==> config.mk <==
export PLATFORM = sky130hd
export DESIGN_NAME = filter_frame_ctrl_flat
export DESIGN_NICKNAME = d
export VERILOG_FILES = /design/src/rtl/filter_frame_ctrl_if.sv /design/src/rtl/filter_frame_ctrl.sv /design/src/flat_wrapper.sv
export SDC_FILE = /design/constraint.sdc
export NUM_CORES = 1
export LEC_CHECK = 0
export ABC_AREA = 1
export CAP_MARGIN = 20
export CORE_MARGIN = 8
export CORE_UTILIZATION = 45
export DETAILED_ROUTE_END_ITERATION = 10
export DONT_BUFFER_PORTS = 1
export GPL_ROUTABILITY_DRIVEN = 0
export HOLD_SLACK_MARGIN = 0.05
export SKIP_CTS_REPAIR_TIMING = 1
export SYNTH_ARGS = -nofsm -noshare
export SYNTH_HDL_FRONTEND = slang
export SYNTH_SLANG_ARGS = --single-unit
==> constraint.sdc <==
create_clock -name clk -period 1.95 [get_ports clk]
set_clock_uncertainty 0.05 [all_clocks]
set_input_delay 0.195 -clock clk [delete_from_list [all_inputs] [get_ports clk]]
set_output_delay 0.195 -clock clk [all_outputs]
set_load 0.02 [all_outputs]
==> src/rtl/filter_frame_ctrl_if.sv <==
// Pixel-stream, configuration and result-marker signals of the 3x3 filter frame controller.
// The slave side belongs to the controller; the master side drives pixels and config.
interface filter_frame_ctrl_if #(
  parameter int unsigned COL_W = 10,
  parameter int unsigned ROW_W = 9
) ();
  logic             pix_valid;
  logic             pix_sof;
  logic             pix_ready;
  logic             cfg_blur_en;
  logic             cfg_sobel_en;
  logic             blur_en;
  logic             sobel_en;
  logic             win_valid;
  logic [COL_W-1:0] col;
  logic [ROW_W-1:0] row;
  logic             res_sof;
  logic             res_eol;
  logic             frame_done;
  logic             err_sof;
  logic             busy;

  modport master (
    output pix_valid, pix_sof, cfg_blur_en, cfg_sobel_en,
    input  pix_ready, blur_en, sobel_en, win_valid, col, row,
    input  res_sof, res_eol, frame_done, err_sof, busy
  );

  modport slave (
    input  pix_valid, pix_sof, cfg_blur_en, cfg_sobel_en,
    output pix_ready, blur_en, sobel_en, win_valid, col, row,
    output res_sof, res_eol, frame_done, err_sof, busy
  );
endinterface

==> src/rtl/filter_frame_ctrl.sv <==
// Frame sequencer for the 3x3 blur/Sobel chain: raster position tracking, window strobe,
// per-frame config latch, result-marker delay line and pipeline drain.
module filter_frame_ctrl #(
  parameter int unsigned IMG_WIDTH  = 640,
  parameter int unsigned IMG_HEIGHT = 480,
  parameter int unsigned PIPE_LAT   = 2,
  parameter int unsigned COL_W      = 10,
  parameter int unsigned ROW_W      = 9
) (
  input logic               clk,
  input logic               rst_n,
  filter_frame_ctrl_if.slave bus
);

  typedef enum logic [1:0] {StIdle, StActive, StDrain, StDone} state_e;

  localparam int unsigned CntW = (PIPE_LAT > 1) ? $clog2(PIPE_LAT) : 1;

  state_e              state_q, state_d;
  logic [CntW-1:0]     drain_cnt_q, drain_cnt_d;
  logic [COL_W-1:0]    col_q, col_d;
  logic [ROW_W-1:0]    row_q, row_d;
  logic                blur_q, blur_d;
  logic                sobel_q, sobel_d;
  logic                win_valid_q, win_valid_d;
  logic                win_sof_q, win_sof_d;
  logic                win_eol_q, win_eol_d;
  logic                err_q, err_d;
  logic                done_q, done_d;
  logic [PIPE_LAT-1:0] sr_vld_q, sr_vld_d;
  logic [PIPE_LAT-1:0] sr_sof_q, sr_sof_d;
  logic [PIPE_LAT-1:0] sr_eol_q, sr_eol_d;
  logic                pix_ready;
  logic                accept;
  logic                flush;

  assign pix_ready = (state_q == StIdle) || (state_q == StActive);
  assign accept    = bus.pix_valid & pix_ready;

  always_comb begin
    state_d     = state_q;
    drain_cnt_d = drain_cnt_q;
    col_d       = col_q;
    row_d       = row_q;
    blur_d      = blur_q;
    sobel_d     = sobel_q;
    win_valid_d = 1'b0;
    win_sof_d   = 1'b0;
    win_eol_d   = 1'b0;
    err_d       = 1'b0;
    done_d      = 1'b0;
    flush       = 1'b0;
    unique case (state_q)
      StIdle: begin
        if (accept && bus.pix_sof) begin
          blur_d  = bus.cfg_blur_en;
          sobel_d = bus.cfg_sobel_en;
          col_d   = '0;
          row_d   = '0;
          state_d = StActive;
        end
      end
      StActive: begin
        if (accept) begin
          if (bus.pix_sof) begin
            // Restart: the SOF pixel becomes (0,0) of a fresh frame.
            err_d   = 1'b1;
            flush   = 1'b1;
            blur_d  = bus.cfg_blur_en;
            sobel_d = bus.cfg_sobel_en;
            col_d   = '0;
            row_d   = '0;
          end else begin
            if (col_q == COL_W'(IMG_WIDTH - 1)) begin
              col_d = '0;
              row_d = row_q + ROW_W'(1);
            end else begin
              col_d = col_q + COL_W'(1);
            end
            win_valid_d = (row_d >= ROW_W'(2)) && (col_d >= COL_W'(2));
            win_sof_d   = (row_d == ROW_W'(2)) && (col_d == COL_W'(2));
            win_eol_d   = (col_d == COL_W'(IMG_WIDTH - 1));
            if ((row_d == ROW_W'(IMG_HEIGHT - 1)) && (col_d == COL_W'(IMG_WIDTH - 1))) begin
              state_d     = StDrain;
              drain_cnt_d = '0;
            end
          end
        end
      end
      StDrain: begin
        if (drain_cnt_q == CntW'(PIPE_LAT - 1)) begin
          state_d = StDone;
        end else begin
          drain_cnt_d = drain_cnt_q + CntW'(1);
        end
      end
      StDone: begin
        done_d  = 1'b1;
        state_d = StIdle;
      end
      default: state_d = StIdle;
    endcase
  end

  // Marker delay line; a mid-frame SOF drops everything still in flight.
  always_comb begin
    if (flush) begin
      sr_vld_d = '0;
      sr_sof_d = '0;
      sr_eol_d = '0;
    end else begin
      sr_vld_d = (sr_vld_q << 1) | PIPE_LAT'(win_valid_q);
      sr_sof_d = (sr_sof_q << 1) | PIPE_LAT'(win_valid_q & win_sof_q);
      sr_eol_d = (sr_eol_q << 1) | PIPE_LAT'(win_valid_q & win_eol_q);
    end
  end

  always_ff @(posedge clk or negedge rst_n) begin
    if (!rst_n) begin
      state_q     <= StIdle;
      drain_cnt_q <= '0;
      col_q       <= '0;
      row_q       <= '0;
      blur_q      <= 1'b0;
      sobel_q     <= 1'b0;
      win_valid_q <= 1'b0;
      win_sof_q   <= 1'b0;
      win_eol_q   <= 1'b0;
      err_q       <= 1'b0;
      done_q      <= 1'b0;
      sr_vld_q    <= '0;
      sr_sof_q    <= '0;
      sr_eol_q    <= '0;
    end else begin
      state_q     <= state_d;
      drain_cnt_q <= drain_cnt_d;
      col_q       <= col_d;
      row_q       <= row_d;
      blur_q      <= blur_d;
      sobel_q     <= sobel_d;
      win_valid_q <= win_valid_d;
      win_sof_q   <= win_sof_d;
      win_eol_q   <= win_eol_d;
      err_q       <= err_d;
      done_q      <= done_d;
      sr_vld_q    <= sr_vld_d;
      sr_sof_q    <= sr_sof_d;
      sr_eol_q    <= sr_eol_d;
    end
  end

  assign bus.pix_ready  = pix_ready;
  assign bus.blur_en    = blur_q;
  assign bus.sobel_en   = sobel_q;
  assign bus.win_valid  = win_valid_q;
  assign bus.col        = col_q;
  assign bus.row        = row_q;
  assign bus.res_sof    = sr_vld_q[PIPE_LAT-1] & sr_sof_q[PIPE_LAT-1];
  assign bus.res_eol    = sr_vld_q[PIPE_LAT-1] & sr_eol_q[PIPE_LAT-1];
  assign bus.frame_done = done_q;
  assign bus.err_sof    = err_q;
  assign bus.busy       = (state_q != StIdle);

endmodule

==> src/flat_wrapper.sv <==
// flat-port wrapper written by rule: the top's interface ports become plain ports
module filter_frame_ctrl_flat 
#(
  parameter int unsigned IMG_WIDTH  = 640,
  parameter int unsigned IMG_HEIGHT = 480,
  parameter int unsigned PIPE_LAT   = 2,
  parameter int unsigned COL_W      = 10,
  parameter int unsigned ROW_W      = 9
)
  (clk, rst_n, bus_pix_valid, bus_pix_sof, bus_cfg_blur_en, bus_cfg_sobel_en, bus_pix_ready, bus_blur_en, bus_sobel_en, bus_win_valid, bus_col, bus_row, bus_res_sof, bus_res_eol, bus_frame_done, bus_err_sof, bus_busy);
  filter_frame_ctrl_if #(.COL_W(COL_W), .ROW_W(ROW_W)) bus_i ();
  input logic clk;
  input logic rst_n;
  input wire logic [$bits(bus_i.pix_valid)-1:0] bus_pix_valid;
  input wire logic [$bits(bus_i.pix_sof)-1:0] bus_pix_sof;
  input wire logic [$bits(bus_i.cfg_blur_en)-1:0] bus_cfg_blur_en;
  input wire logic [$bits(bus_i.cfg_sobel_en)-1:0] bus_cfg_sobel_en;
  output wire logic [$bits(bus_i.pix_ready)-1:0] bus_pix_ready;
  output wire logic [$bits(bus_i.blur_en)-1:0] bus_blur_en;
  output wire logic [$bits(bus_i.sobel_en)-1:0] bus_sobel_en;
  output wire logic [$bits(bus_i.win_valid)-1:0] bus_win_valid;
  output wire logic [$bits(bus_i.col)-1:0] bus_col;
  output wire logic [$bits(bus_i.row)-1:0] bus_row;
  output wire logic [$bits(bus_i.res_sof)-1:0] bus_res_sof;
  output wire logic [$bits(bus_i.res_eol)-1:0] bus_res_eol;
  output wire logic [$bits(bus_i.frame_done)-1:0] bus_frame_done;
  output wire logic [$bits(bus_i.err_sof)-1:0] bus_err_sof;
  output wire logic [$bits(bus_i.busy)-1:0] bus_busy;
  assign bus_i.pix_valid = bus_pix_valid;
  assign bus_i.pix_sof = bus_pix_sof;
  assign bus_i.cfg_blur_en = bus_cfg_blur_en;
  assign bus_i.cfg_sobel_en = bus_cfg_sobel_en;
  assign bus_pix_ready = bus_i.pix_ready;
  assign bus_blur_en = bus_i.blur_en;
  assign bus_sobel_en = bus_i.sobel_en;
  assign bus_win_valid = bus_i.win_valid;
  assign bus_col = bus_i.col;
  assign bus_row = bus_i.row;
  assign bus_res_sof = bus_i.res_sof;
  assign bus_res_eol = bus_i.res_eol;
  assign bus_frame_done = bus_i.frame_done;
  assign bus_err_sof = bus_i.err_sof;
  assign bus_busy = bus_i.busy;
  filter_frame_ctrl #(.IMG_WIDTH(IMG_WIDTH), .IMG_HEIGHT(IMG_HEIGHT), .PIPE_LAT(PIPE_LAT), .COL_W(COL_W), .ROW_W(ROW_W)) u_core (.clk(clk), .rst_n(rst_n), .bus(bus_i));
endmodule
After elaboration in Yosys (flattened, before gate mapping). Index checks and enable logic that the tools add are counted.

Add/sub/neg operators: 3. $mul: 0. Divide/modulo/power cells: 0. Order comparisons: 2. Equal/unequal tests: 14. Shift operators: 0. Muxes and demuxes: 51. Bitwise gates (word level): 8. Reduce and logical (&&, ||, !) cells: 13.

Operators with widths (number): $mux 10 (7); $mux 9 (7); $mux 1 (23); $eq 10x10->1 const B (2); $pmux 10 s2 (1); $pmux 9 s2 (1); $mux 2 (8); $add 10x1->10 const B (1); $eq 10x2->1 const B (1); $ge 10x2->1 const B (1); $add 9x1->9 const B (1); $eq 9x2->1 const B (1); $eq 9x9->1 const B (1); $ge 9x2->1 const B (1); $ne 2x2->1 const B (4); $pmux 2 s4 (1); $reduce_and 4->1 (2); $pmux 1 s2 (3); $reduce_bool 2->1 (3); $and 1x1->1 (5); $reduce_and 5->1 (1); $eq 2x2->1 const B (2); $logic_and 1x1->1 (4); $ne 2x1->1 const B (2); 7 further kinds (8).

Flip-flop bits (word level): 35. Bits in latches: 0. RAM bits: 0. ROM bits: 0. Bits of input ports: 6. Output and inout bits: 28. Logic and storage cells: 105. Memories kept: 0.

Depth between registers and ports, before layout.
Depth after elaboration: 11. Gate-level depth with buffers: 15. Gate-level depth less buffers: 15.

Worst setup path after synthesis. No wires, ideal clock.

Path kind: reg-to-reg. Start: reg u_core.state_q[0]. End: reg u_core.col_q[0] (netlist: u_core.bus.col[0]). Library setup time: 0.141 ns. Arrival: 1.929 ns. Data required time: 1.759 ns. Slack: -0.170 ns. Stages on the path, launching flop included: 9. Path buffers: 1. Period minus slack after synthesis: 2.120 ns. Cells stage by stage: dfrtp_1 inv_1 ha_1 inv_1 nand2_1 nand2_1 a21oi_1 clkbuf_1 o22ai_1.

Longest elaborated chain between the ends: 6. Elaborated cells on any way between the ends: 10. Those cells by class: eq/ne (3); mux (1); bitwise (1); reduce/logical (5).

RTL lines: from (decl) (line filter_frame_ctrl.sv:19) `state_e state_q, state_d;`; from (signal assigned) (line filter_frame_ctrl.sv:120) `state_q <= StIdle;`; from (signal assigned) (line filter_frame_ctrl.sv:135) `state_q <= state_d;`; $eq 2x1->1 or $logic_not 2->1 (tied branches) (line filter_frame_ctrl.sv:37) `assign pix_ready = (state_q == StIdle) || (state_q == StActive);`; $logic_or 1x1->1 * (line filter_frame_ctrl.sv:37); named net bus_pix_ready (line flat_wrapper.sv:18) `output wire logic [$bits(bus_i.pix_ready)-1:0] bus_pix_ready;`; $and 1x1->1 * (line filter_frame_ctrl.sv:38) `assign accept = bus.pix_valid & pix_ready;`; $logic_and 1x1->1 (line filter_frame_ctrl.sv:55) `if (accept && bus.pix_sof) begin`; $ne 2x2->1 (no source line); $reduce_and 3->1 (no source line) *; to (signal assigned) (line filter_frame_ctrl.sv:137) `col_q <= col_d;`; to (decl) (line filter_frame_ctrl.sv:21) `logic [COL_W-1:0] col_q, col_d;`.

The timed path passes the listed nets; every way through them passes the cells marked *. A chain may end at the register's enable or synchronous reset.

Worst setup path in the final report.
Start: reg u_core.col_q[0] (netlist: u_core.bus.col[0]). End: reg u_core.drain_cnt_q.

Longest elaborated chain between the ends: 9. Elaborated cells on any way between the ends: 15. Those cells by class: add/sub (1); eq/ne (4); mux (8); reduce/logical (2).

RTL lines: $add 10x1->10 or $eq 10x10->1 (tied branches) (line filter_frame_ctrl.sv:78, filter_frame_ctrl.sv:74); $mux 10 or $mux 9 (tied branches) (line filter_frame_ctrl.sv:74) `if (col_q == COL_W'(IMG_WIDTH - 1)) begin`; $mux 10 or $mux 9 (tied branches) (line filter_frame_ctrl.sv:65) `if (bus.pix_sof) begin`; $mux 10 or $mux 9 (tied branches) (line filter_frame_ctrl.sv:64) `if (accept) begin`; $mux 10 or $mux 9 (tied branches) (line filter_frame_ctrl.sv:53) `unique case (state_q)`; $eq 10x10->1 or $eq 9x9->1 (tied branches) (line filter_frame_ctrl.sv:83) `if ((row_d == ROW_W'(IMG_HEIGHT - 1)) && (col_d == COL_W'(IMG_WIDTH - 1))) begin`; $logic_and 1x1->1 * (line filter_frame_ctrl.sv:83); $ne 2x2->1 (no source line) *; $reduce_and 4->1 (no source line) *; to (signal assigned) (line filter_frame_ctrl.sv:136) `drain_cnt_q <= drain_cnt_d;`; to (decl) (line filter_frame_ctrl.sv:20) `logic [CntW-1:0] drain_cnt_q, drain_cnt_d;`.

Mark *: on every way between the ends. The rest lies on a longest branch, timed or not. The select of a mux whose other input is x is not followed.

==> results.ini <==
[layout]
fill_cells=398
register_area_um2=881
areaGrowthSynthToFinish_pct=32.2
antenna_cells=0
drive_gt1_share_pct=27.5
multi_input_area_um2=1110
nets=348
finalCoreUtilization_pct=62.3

[drt]
first_pass_iters=4
wl_per_cell_um=14.0
drtIter0Drc=120
drt-total-wl_um=5420
drc=0
num_vias=2011
antenna_left=0
post_drt_via_cell_ratio=5.20

[floorplanning]
core.rowCount=24
die_h_um=84
die_x_um=84
pin_count=34
dieArea_um2=7060
core-area_um2=4410
start_util_pct=47.1

[logic_synthesis]
synth_flop_cell=dfrtp_1
synth.distinct_cells=25
synth_cells=286
synthesis.nets=300
async_reset_ff_share_pct=100
ys_seq_area_share_pct=42.1
syn_area_um2=2080
synth_area_per_cell_um2=7.28
synth_edf_count=0
post-synth-top-count-cell=nand2_1
synth_largest_area_cell=dfrtp_1
ys_ff_latch=35
ys_top_cells_by_count=nand2_1 (83), inv_1 (53), dfrtp_1 (35), nand3_1 (26), nor2_1 (25)
ys_top_cells_by_area=dfrtp_1 (42%), nand2_1 (15%), inv_1 (9.6%), nand3_1 (6.3%), o22ai_1 (5.7%)
yosysTopAreaCellShare_pct=42.1
yosysWarnings=0

[global_routing]
grt_pass1_wl_um=8850
track_usage_pct=15.2
grt_overflow=0
antenna_found_initial=0
grt_pass1_vias=1919
grt_start_max_net_pins=36

[sta]
fmax_mhz=506
layout_setup_ws_ns=-0.0260
tightest_slew_ns=0.350
hold_violations=0
fin_tns_setup_ns=-0.0673
slew_headroom_pct=76.4
grt_setup_unrepaired=yes
finalSetupViolCount=4
period_share_pct=101
slew_violations=0
period_needed_ns=1.98

[clocking]
htreeDepth=2
clk_latency_ns=0.29
cts_tree=yes
cts_root_buffer=clkbuf_8
clk_pin_slew_ns=0.08
cts.sinks=35
cts_buffer_depth=2
numCtsBuffers=5

[status]
violations=setup timing
status=finished with violations

[min_path]
min_to=u_core.win_eol_q
hold_class=input port to flip-flop
hold_path_depth=3
min_from=bus_pix_sof

[worst_setup_path]
crit_type=flip-flop to flip-flop
crit_path_max_fanout=8
cp-end-kind=flip-flop
r2r_start=u_core.bus.col[0]
r2r-end=u_core.drain_cnt_q
critPathLaunchType=flip-flop
arrival_ns=2.12
rr_worst_depth=15
reg2reg_slack_ns=-0.03
crit_required_ns=2.09

[placement]
hpwl_um=3960
port_buffers=0
place_ws_ns=-0.0844

[pwr]
ir_worst_vdd_mv=0.582
powerDensity_nw_per_um2=806
leakage_uw=0.00142

[run]
maxCapViolCount=0

-- report_power, final --
| group | internal, uW | switching [uW] |
|---|---|---|
| Combinational | 315 | 471 |
| Clock | 248 | 283 |
| Sequential | 800 | 98.0 |
-- per-layer routing --
layer  part of all wire, %  track usage, %  vias to the layer above
met3                   5.6            4.98                        8
li1                      -               -                     1012
met1                    44            17.5                      937
met4                   1.4            5.65                        0
met5                     0               0                        -
met2                    49            25.3                       54
-- layout make-up --
type / instances / share of cell area (%)
clock inverters: 3 / 0.728
repair buffers: 44 / 14.5
flip-flops and latches: 35 / 32.0
inverters: 56 / 7.64
clock buffers: 5 / 2.50
well taps: 52 / 2.37
multi-input cells: 192 / 40.3
-- stage by stage --
stage / hold WS [ns] / total power [uW] / instance area (um^2) / std cells
floorplan: -0.151 / 1350 / 2110 / 286
global placement: -0.150 / 1580 / 2430 / 368
detailed placement: -0.149 / 1580 / 2430 / 368
CTS: -0.472 / 2120 / 2510 / 376
global route: 0.0766 / 2360 / 2750 / 387
finish: 0.0907 / 2220 / 2750 / 387
-- cells in the final DEF (no fill, tap or decap), types with 3 or more instances in the layout --
| cell type | instances |
|---|---|
| nand3_2 | 4 |
| inv_2 | 4 |
| nand2_2 | 8 |
| dlygate4sd3_1 | 4 |
| dfrtp_1 | 31 |
| o22ai_1 | 19 |
| inv_1 | 52 |
| nor2_2 | 7 |
| buf_4 | 34 |
| nand3_1 | 21 |
| buf_12 | 4 |
| nor2_1 | 19 |
| ha_1 | 5 |
| nand4_1 | 10 |
| dfrtp_2 | 4 |
| nand2_1 | 76 |
| clkbuf_8 | 5 |
| nand2_4 | 3 |
-- flip-flops by register name, indices dropped and copies added, names as in the netlist --
register,flops
u_core.bus.col,10
u_core.bus.row,9
u_core.sr_eol_q,2
u_core.sr_sof_q,2
u_core.sr_vld_q,2
u_core.state_q,2
u_core.bus.blur_en,1
u_core.bus.err_sof,1
u_core.bus.frame_done,1
u_core.bus.sobel_en,1
u_core.bus.win_valid,1
u_core.drain_cnt_q,1
u_core.win_eol_q,1
u_core.win_sof_q,1
-- critical path, stage by stage (launching register included) --
cell	delay [ns]
dfrtp_2	0.44
ha_4	0.19
nand2_4	0.08
nor2_8	0.05
nand3_4	0.13
buf_6	0.16
buf_6	0.10
nand2_2	0.04
nand2_2	0.07
nand3_2	0.08
nor2_2	0.10
nand3_2	0.10
nand2_4	0.11
nand2_2	0.05
nand2_2	0.07
nand2_1	0.04
-- cells by family (layout without fill, tap and decap cells) --
family,count (synthesis),in the layout,synth area share (%)
and+or+nand+nor,156,156,34.0
buffers and inverters,59,108,11.0
DFF,35,35,42.1
AOI/OAI and AO/OA,28,28,8.12
adders and majority gates,8,8,4.81
-- worst max-delay path by stage --
stage                 startpoint            endpoint  slack (ns)  cells past startpoint
2_1_floorplan  u_core.bus.col[0]   u_core.state_q[0]        0.03                     15
3_3_place_gp   u_core.bus.col[0]   u_core.state_q[1]       -0.04                     12
3_5_place_dp   u_core.bus.col[0]   u_core.state_q[1]       -0.08                     12
4_1_cts        u_core.bus.col[0]   u_core.state_q[1]       -0.08                     12
5_1_grt        u_core.bus.col[1]  u_core.drain_cnt_q       -0.16                     14
6_report       u_core.bus.col[0]  u_core.drain_cnt_q       -0.03                     15
No activity file was read; power rests on OpenSTA's default activity.
